--- config.mk ---
export PLATFORM = sky130hd
export DESIGN_NAME = seg_display_scheduler
export DESIGN_NICKNAME = d
export VERILOG_FILES = /design/src/rtl/seg_sched_pkg.sv /design/src/rtl/seg_slot_timer.sv /design/src/rtl/seg_display_scheduler.sv
export SDC_FILE = /design/constraint.sdc
export NUM_CORES = 1
export LEC_CHECK = 0
export BUFFER_PORTS_ARGS = -buffer_cell sky130_fd_sc_hd__clkbuf_2
export CORE_ASPECT_RATIO = 0.8
export CORE_MARGIN = 2
export CORE_UTILIZATION = 38
export DETAILED_ROUTE_END_ITERATION = 6
export PLACE_DENSITY = 0.57
export RECOVER_POWER = 50
export REMOVE_ABC_BUFFERS = 1
export SLEW_MARGIN = 20
export SYNTH_ARGS = -nofsm -noshare
export SYNTH_HDL_FRONTEND = slang
export SYNTH_HIERARCHICAL = 1
export SYNTH_SLANG_ARGS = --single-unit
--- constraint.sdc ---
create_clock -name clk -period 5.39 [get_ports clk]
set_clock_uncertainty 0.2 [all_clocks]
set_input_delay 0.2695 -clock clk [delete_from_list [all_inputs] [get_ports clk]]
set_output_delay 0.2695 -clock clk [all_outputs]
set_load 0.02 [all_outputs]
--- src/rtl/seg_sched_pkg.sv ---
// rtl/seg_sched_pkg.sv - shared types and constants for the seven-segment display scheduler
//
// Contents:
//   sched_state_e  scheduler FSM states (IDLE, SLOT, GAP)
//   OWN_*          one-hot display owner encodings
//   NDIG           number of multiplexed digits per frame
//   rr_pick        round-robin winner selection between requesters A and B

package seg_sched_pkg;

    typedef enum logic [1:0] {
        ST_IDLE = 2'd0,
        ST_SLOT = 2'd1,
        ST_GAP  = 2'd2
    } sched_state_e;

    localparam logic [1:0] OWN_NONE = 2'b00;
    localparam logic [1:0] OWN_A    = 2'b01;
    localparam logic [1:0] OWN_B    = 2'b10;

    localparam int NDIG = 4;

    // On a tie the requester that did not own the previous frame wins.
    function automatic logic [1:0] rr_pick(input logic       req_a,
                                           input logic       req_b,
                                           input logic [1:0] last_owner);
        logic [1:0] win;
        if (req_a && req_b) begin
            win = (last_owner == OWN_A) ? OWN_B : OWN_A;
        end else if (req_a) begin
            win = OWN_A;
        end else if (req_b) begin
            win = OWN_B;
        end else begin
            win = OWN_NONE;
        end
        return win;
    endfunction

endpackage

--- src/rtl/seg_slot_timer.sv ---
// rtl/seg_slot_timer.sv - loadable down-counter with zero flag for slot and gap timing
//
// Ports:
//   clk_i       system clock
//   rst_i       asynchronous active-high reset (count clears to 0)
//   load_i      load load_val_i on the next edge (takes priority over counting)
//   load_val_i  value to load
//   cnt_o       current count
//   zero_o      1 when the count has reached 0; the counter then holds

module seg_slot_timer #(
    parameter int W = 16
) (
    input  logic         clk_i,
    input  logic         rst_i,
    input  logic         load_i,
    input  logic [W-1:0] load_val_i,
    output logic [W-1:0] cnt_o,
    output logic         zero_o
);

    logic [W-1:0] cnt_q;
    logic [W-1:0] cnt_d;

    always_comb begin
        cnt_d = cnt_q;
        if (load_i) begin
            cnt_d = load_val_i;
        end else if (cnt_q != '0) begin
            cnt_d = cnt_q - W'(1);
        end
    end

    always_ff @(posedge clk_i or posedge rst_i) begin
        if (rst_i) begin
            cnt_q <= '0;
        end else begin
            cnt_q <= cnt_d;
        end
    end

    assign cnt_o  = cnt_q;
    assign zero_o = (cnt_q == '0);

endmodule

--- src/rtl/seg_display_scheduler.sv ---
// rtl/seg_display_scheduler.sv - digit refresh timing and frame-granular arbiter for a 4-digit display
//
// Optional feature macro: SEG_SCHED_BLANK_EN (inserts a BLANK-cycle gap after every slot).
//
// Ports:
//   clk, rst                  clock, asynchronous active-high reset
//   req_a/data_a/mode_a       requester A (status register)
//   req_b/data_b/mode_b       requester B (debug source)
//   grant                     one-hot owner of the current frame (00 = none)
//   disp_data, disp_mode      winner's value/mode, frozen for the whole frame
//   digit_tick                pulse on the first cycle of each slot
//   digit_idx                 digit currently driven
//   blank                     all digit commons off
//   frame_done                pulse on the last cycle of each frame

module seg_display_scheduler
    import seg_sched_pkg::*;
#(
    parameter int PRESCALE = 50000,
    parameter int BLANK    = 16
) (
    input  logic       clk,
    input  logic       rst,
    input  logic       req_a,
    input  logic [7:0] data_a,
    input  logic       mode_a,
    input  logic       req_b,
    input  logic [7:0] data_b,
    input  logic       mode_b,
    output logic [1:0] grant,
    output logic [7:0] disp_data,
    output logic       disp_mode,
    output logic       digit_tick,
    output logic [1:0] digit_idx,
    output logic       blank,
    output logic       frame_done
);

    localparam int CNT_MAX = (PRESCALE > BLANK) ? PRESCALE : BLANK;
    localparam int CW      = $clog2(CNT_MAX);

    localparam logic [CW-1:0] SLOT_LOAD = CW'(PRESCALE - 1);
`ifdef SEG_SCHED_BLANK_EN
    localparam logic [CW-1:0] GAP_LOAD  = CW'(BLANK - 1);
`endif

    sched_state_e state_q, state_d;
    logic [1:0]   idx_q, idx_d;
    logic [1:0]   grant_q, grant_d;
    logic [1:0]   last_q, last_d;
    logic [7:0]   data_q, data_d;
    logic         mode_q, mode_d;

    logic          tmr_load;
    logic [CW-1:0] tmr_val;
    logic [CW-1:0] tmr_cnt;
    logic          tmr_zero;

    logic [1:0] winner;
    logic       last_digit;
    logic       arbitrate;

    seg_slot_timer #(.W(CW)) u_timer (
        .clk_i      (clk),
        .rst_i      (rst),
        .load_i     (tmr_load),
        .load_val_i (tmr_val),
        .cnt_o      (tmr_cnt),
        .zero_o     (tmr_zero)
    );

    assign winner     = rr_pick(req_a, req_b, last_q);
    assign last_digit = (idx_q == 2'(NDIG - 1));

    always_comb begin
        state_d   = state_q;
        idx_d     = idx_q;
        grant_d   = grant_q;
        last_d    = last_q;
        data_d    = data_q;
        mode_d    = mode_q;
        tmr_load  = 1'b0;
        tmr_val   = SLOT_LOAD;
        arbitrate = 1'b0;

        case (state_q)
            ST_IDLE: arbitrate = 1'b1;
            ST_SLOT: begin
                if (tmr_zero) begin
`ifdef SEG_SCHED_BLANK_EN
                    state_d  = ST_GAP;
                    tmr_load = 1'b1;
                    tmr_val  = GAP_LOAD;
`else
                    if (last_digit) begin
                        arbitrate = 1'b1;
                    end else begin
                        idx_d    = idx_q + 2'd1;
                        tmr_load = 1'b1;
                    end
`endif
                end
            end
            ST_GAP: begin
`ifdef SEG_SCHED_BLANK_EN
                if (tmr_zero) begin
                    if (last_digit) begin
                        arbitrate = 1'b1;
                    end else begin
                        state_d  = ST_SLOT;
                        idx_d    = idx_q + 2'd1;
                        tmr_load = 1'b1;
                    end
                end
`else
                state_d = ST_IDLE;
`endif
            end
            default: state_d = ST_IDLE;
        endcase

        // Frame boundary (or idle): a winner starts a new frame on the very
        // next cycle; otherwise fall back to idle but keep the last value.
        if (arbitrate) begin
            idx_d = 2'd0;
            if (winner != OWN_NONE) begin
                state_d  = ST_SLOT;
                tmr_load = 1'b1;
                tmr_val  = SLOT_LOAD;
                grant_d  = winner;
                last_d   = winner;
                data_d   = (winner == OWN_A) ? data_a : data_b;
                mode_d   = (winner == OWN_A) ? mode_a : mode_b;
            end else begin
                state_d = ST_IDLE;
                grant_d = OWN_NONE;
            end
        end
    end

    always_ff @(posedge clk or posedge rst) begin
        if (rst) begin
            state_q <= ST_IDLE;
            idx_q   <= 2'd0;
            grant_q <= OWN_NONE;
            last_q  <= OWN_B;
            data_q  <= 8'h00;
            mode_q  <= 1'b0;
        end else begin
            state_q <= state_d;
            idx_q   <= idx_d;
            grant_q <= grant_d;
            last_q  <= last_d;
            data_q  <= data_d;
            mode_q  <= mode_d;
        end
    end

    assign grant      = grant_q;
    assign disp_data  = data_q;
    assign disp_mode  = mode_q;
    assign digit_idx  = idx_q;
    assign blank      = (state_q != ST_SLOT);
    // The counter sits at its load value only on the first cycle of a slot.
    assign digit_tick = (state_q == ST_SLOT) && (tmr_cnt == SLOT_LOAD);
`ifdef SEG_SCHED_BLANK_EN
    assign frame_done = (state_q == ST_GAP) && tmr_zero && last_digit;
`else
    assign frame_done = (state_q == ST_SLOT) && tmr_zero && last_digit;
`endif

endmodule

After elaboration in Yosys (flattened, before gate mapping)

Index checks and enable logic that the tools add are counted.

Flip-flop bits (word level): 33
Bits of input ports: 22
Output and inout bits: 16
Logic and storage cells: 55

Add/sub/neg operators: 2
Equal/unequal tests: 8
Muxes and demuxes: 24
Reductions and logical operators: 14

Operators with widths:

| kind                                                | number |
|---|---|
| two-way mux 16 bit                                  | 2 |
| two-way mux 2 bit                                   | 11 |
| equality test 16 bit, second input constant         | 1 |
| zero test 16 bit                                    | 1 |
| nonzero test 16 bit                                 | 1 |
| subtractor 16 x 1 -> 16 bit, second input constant  | 1 |
| two-way mux 1 bit                                   | 9 |
| two-way mux 8 bit                                   | 1 |
| nonzero test 2 bit                                  | 4 |
| equality test 2 x 1 -> 1 bit, second input constant | 3 |
| != test 2 x 1 -> 1 bit, second input constant       | 3 |
| logical AND 1 bit                                   | 4 |
| AND reduction 3 bit                                 | 1 |
| adder 2 x 1 -> 2 bit, second input constant         | 1 |
| equality test 2 bit, second input constant          | 1 |
| zero test 2 bit                                     | 1 |
| one-hot mux 1 bit (2 select lines)                  | 1 |
| AND reduction 2 bit                                 | 1 |
| OR reduction 2 bit                                  | 1 |

Depth between registers and ports, before layout

Word-level depth: 7
Gate-level depth with buffers: 12
Mapped depth without buffers: 11

Modules after synthesis

The synthesis kept the hierarchy.

By module, submodules not included:

| module                | instances | cells an instance | area an instance (um^2) | sequential area each (um^2) |
|---|---|---|---|---|
| seg_slot_timer        | 1         | 102               | 993.5                   | 400.4 |
| seg_display_scheduler | 1         | 99                | 910.9                   | 401.6 |

Worst setup path after synthesis

Ideal clock, no wire load.

Kind: register to register
Start: register u_timer.cnt_q[0], in the netlist u_timer/cnt_o[0]
End: register u_timer.cnt_q[14], in the netlist u_timer/cnt_o[14]
Setup time: 0.140 ns
Data arrival time: 2.548 ns
Required time: 5.050 ns
Slack: 2.501 ns
Stages on the path, launching flop included: 12
Buffers on the path: 1
Period minus slack after synthesis: 2.889 ns
Cells stage by stage: dfrtp_1 inv_1 ha_1 nor3b_2 nand4b_4 nor2_4 inv_1 o31ai_1 inv_1 clkbuf_1 o311ai_1 o211ai_1

Cells in the longest elaborated chain, start to end: 6
Elaborated cells on any way between the ends: 12
Classes of those cells: 1 x add/sub; 8 x mux; 3 x reduce/logical

Ends and longest elaborated chain:

| what                                                     | line                         | RTL |
|---|---|---|
| start: declaration                                       | seg_slot_timer.sv:22         | `logic [W-1:0] cnt_q;` |
| start signal: assignment                                 | seg_slot_timer.sv:38         | `cnt_q <= cnt_d;` |
| zero test 16 bit *                                       | seg_slot_timer.sv:43         | `assign zero_o = (cnt_q == '0);` |
| named net tmr_zero                                       | seg_display_scheduler.sv:57  | `logic tmr_zero;` |
| two-way mux 1 bit                                        | seg_display_scheduler.sv:89  | `if (tmr_zero) begin` |
| two-way mux 1 bit                                        | seg_display_scheduler.sv:86  | `case (state_q)` |
| two-way mux 1 bit                                        | seg_display_scheduler.sv:126 | `if (winner != OWN_NONE) begin` |
| two-way mux 1 bit *                                      | seg_display_scheduler.sv:124 | `if (arbitrate) begin` |
| named net tmr_load                                       | seg_display_scheduler.sv:54  | `logic tmr_load;` |
| two-way mux 16 bit or nonzero test 2 bit (tied branches) | -                            |  |

The timed path passes the listed nets; every way through them passes the cells marked *. The select of a mux whose other input is x is not followed.
A chain may end at the register's enable or synchronous reset.

Worst setup path in the final report

Ends and elaborated chain as after synthesis.

==> flow_metrics.env <==
export IMPL_wl_per_cell_um=13.4
export IMPL_required_ns=5.35
export IMPL_drive_gt1_share_pct=20.5
export IMPL_maxSlewHeadroom_pct=57.2
export IMPL_power_mw=0.745
export IMPL_place_gp_congestion=0.801
export IMPL_path_common_cell="inv_1"
export IMPL_die_y_um=67.3
export IMPL_cts_setup_buffers=0
export IMPL_pwr_share_seq_pct=47.7
export IMPL_numCtsBuffers=5
export IMPL_placed_area_um2=2160
export IMPL_grt_setup_unrepaired="false"
export IMPL_period_share_pct=60.0
export IMPL_clk_pin_slew_ns=0.07
export IMPL_synth_area_um2=1900
export IMPL_port_buffers=37
export IMPL_synthArstFlopShare_pct=100
export IMPL_grt_pass1_wl_um=6970
export IMPL_max_cap_violations=0
export IMPL_diodes=0
export IMPL_yosys_register_bits=32
export IMPL_cts_buffer_depth=2
export IMPL_crit_arrival_ns=3.19
export IMPL_num_vias=1562
export IMPL_hold_viol_final=0
export IMPL_most_common_layout_cells="dfrtp_1, nand2_1, clkbuf_2"
export IMPL_htreeDepth=2
export IMPL_grt_usage_pct=16.0
export IMPL_grt_overflow=0
export IMPL_criticalPathCategory="reg2reg"
export IMPL_synthCells=201
export IMPL_status="finished clean"
export IMPL_hp_class="in2reg"
export IMPL_drtAntennaViolNets=0
export IMPL_remaining_drc_errors=0
export IMPL_p_switching_mw=0.243
export IMPL_dr_first_iter_drc_count=106
export IMPL_io_pins=38
export IMPL_seq_area_frac_synth_pct=42.1
export IMPL_finalSetupViolations=0
export IMPL_clk_latency_ns=0.29
export IMPL_area_growth_pct=18.9
export IMPL_reg2regPathDepth=12
export IMPL_routed_top_layer="met4"
export IMPL_mostFrequentLayoutCell="dfrtp_1"
export IMPL_start_util_pct=38.7
export IMPL_combPwrFrac_pct=21.9
export IMPL_startpoint_type="flip-flop"
export IMPL_switching_share_pct=32.6
export IMPL_slew_violations=0
export IMPL_tightest_slew_ns=0.641
export IMPL_hold_path_cell_count=3
export IMPL_placementRows=23
export IMPL_core_area_um2=4920
export IMPL_cts_tree="built"
export IMPL_clkPwrFrac_pct=30.5
export IMPL_critPathMaxStageDelay_ns=0.42
export IMPL_synth_edf_count=0
export IMPL_synth_ff_type="dfrtp_1"
export IMPL_grt_pass1_vias=1407
export IMPL_yosysUniqueCellTypes=54
export IMPL_firstDrtPassIters=4
export IMPL_antenna_found_initial=0
export IMPL_syn_avg_cell_area_um2=9.47
export IMPL_yosysWarnings=6
export IMPL_fin_setup_tns_ns=0
export IMPL_power_leakage_nw=1.01
export IMPL_wl_met3_um=108
export IMPL_powerDensity_nw_per_um2=329
export IMPL_cts_root_buffer="clkbuf_8"
export IMPL_drt_met1_wl_um=2340
export IMPL_worstPathCellList="inv_1 > ha_1 > nor3b_2 > nand4b_4 > nor2_4 > a21bo_4 > nand2_1 > o31ai_2 > buf_4 > inv_1 > o311ai_1 > o211ai_1"
export IMPL_cp_end_kind="flip-flop"
export IMPL_cp_slowest_cell="nor3b_2"
export IMPL_cts_sinks=32
export IMPL_fmax_ghz=0.309
export IMPL_die_width_um=83.1
export IMPL_cp_max_fo=23
export IMPL_dieArea_um2=5600
export IMPL_wirelength_um=4230
export IMPL_fin_crit_ns=3.23
export IMPL_layout_nets=277
export IMPL_wl_met2_um=1700
export IMPL_internal_power_mw=0.502
export IMPL_ir_drop_uv=131
export IMPL_grt_max_degree=24
export IMPL_dpl_hpwl_um=3160
export IMPL_final_area_um2=2260
export IMPL_vias_per_cell=4.94
==> cells in the mapped netlist, types with 3 or more instances <==
library cell / n / share of area, %
dfrtp_1: 31 / 41
a31oi_1: 9 / 3.0
xnor2_1: 10 / 4.6
nor2_1: 12 / 2.4
nand2_1: 26 / 5.1
nand3_1: 10 / 2.6
clkbuf_1: 3 / 0.59
o21ai_0: 11 / 2.9
inv_1: 8 / 1.6
buf_6: 3 / 1.8
o21ai_1: 4 / 1.1
a21oi_1: 18 / 4.7
nor3_2: 3 / 1.6
o31ai_1: 5 / 2.0
==> critical path: cells and delay by family (launching register included) <==
kind	cells	cell delay, ns
adder cells (fa/ha/maj)	1	0.22
AND/OR/NAND/NOR	4	1.04
AO/OA/AOI/OAI	4	0.62
flip-flops	1	0.41
buffers and inverters	3	0.59
==> repair_timing <==
| item | in CTS | in global routing |
|---|---|---|
| hold buffers | 1 | 0 |
| hold endpoints to repair | 31 | 0 |
| resized for setup | 0 | 0 |
| endpoints found under the setup margin | 0 | 0 |
==> cell type report <==
class | count | area (µm²)
fill | 495 | 2660
tap | 62 | 77.6
timing repair buffer | 39 | 188
clock inverter | 2 | 35.0
sequential | 32 | 802
multi-input combinational | 167 | 1060
inverter | 8 | 30.0
clock buffer | 6 | 72.6
==> metrics by stage <==
| step | std cells | setup WS (ns) | hold slack, ns | util [%] |
|---|---|---|---|---|
| 2_1_floorplan | 207 | 1.32 | -0.0175 | - |
| 6_report | 316 | 2.16 | 0.0280 | 46.0 |
| 4_1_cts | 316 | 2.17 | 0.0224 | 46.3 |
| 3_5_place_dp | 307 | 2.19 | 0.187 | 43.9 |
| 3_3_place_gp | 307 | 2.30 | 0.170 | 43.9 |
| 5_1_grt | 316 | 1.83 | 0.0363 | 46.0 |
==> state kept, by name (all words and copies together) (netlist names) <==
name,flops
last_q,2
state_q,1
disp_mode,1
digit_idx,2
disp_data,8
u_timer/cnt_o,16
grant,2
==> cell families after synthesis <==
family / Yosys count / share of synthesized area (%)
buf+inv: 16 / 5.32
mux: 3 / 1.64
other cells: 2 / 0.394
simple gates: 76 / 24.5
compound gates: 59 / 19.6
xor+xnor: 11 / 5.06
fa+ha+maj: 2 / 1.31
flops: 32 / 42.1
==> routing by layer <==
| layer | track usage [%] | vias up |
|---|---|---|
| li1 | - | 809 |
| met1 | 24.5 | 724 |
| met2 | 21.0 | 23 |
| met3 | 3.30 | 6 |
| met4 | 7.99 | 0 |
| met5 | 0 | - |
==> power groups by stage <==
stage / combinational, mW / clock, mW / sequential [mW]
2_1_floorplan: 0.132 / 0 / 0.343
3_3_place_gp: 0.166 / 0 / 0.361
3_5_place_dp: 0.163 / 0 / 0.358
4_1_cts: 0.163 / 0.238 / 0.355
5_1_grt: 0.183 / 0.247 / 0.363
6_report: 0.163 / 0.227 / 0.355
==> worst paths after layout <==
kind	from	slack, ns	end
max in group asynchronous	rst	4.17	u_timer/cnt_o[13]
min in group asynchronous	rst	0.40	state_q[0]
worst min register to register	grant[1]	0.29	grant[1]
worst max register to register	u_timer/cnt_o[0]	2.16	u_timer/cnt_o[14]
worst max-delay path	u_timer/cnt_o[0]	2.16	u_timer/cnt_o[14]
worst min-delay path	mode_b	0.03	disp_mode
Note: power is estimated with default switching activity, not from simulation.
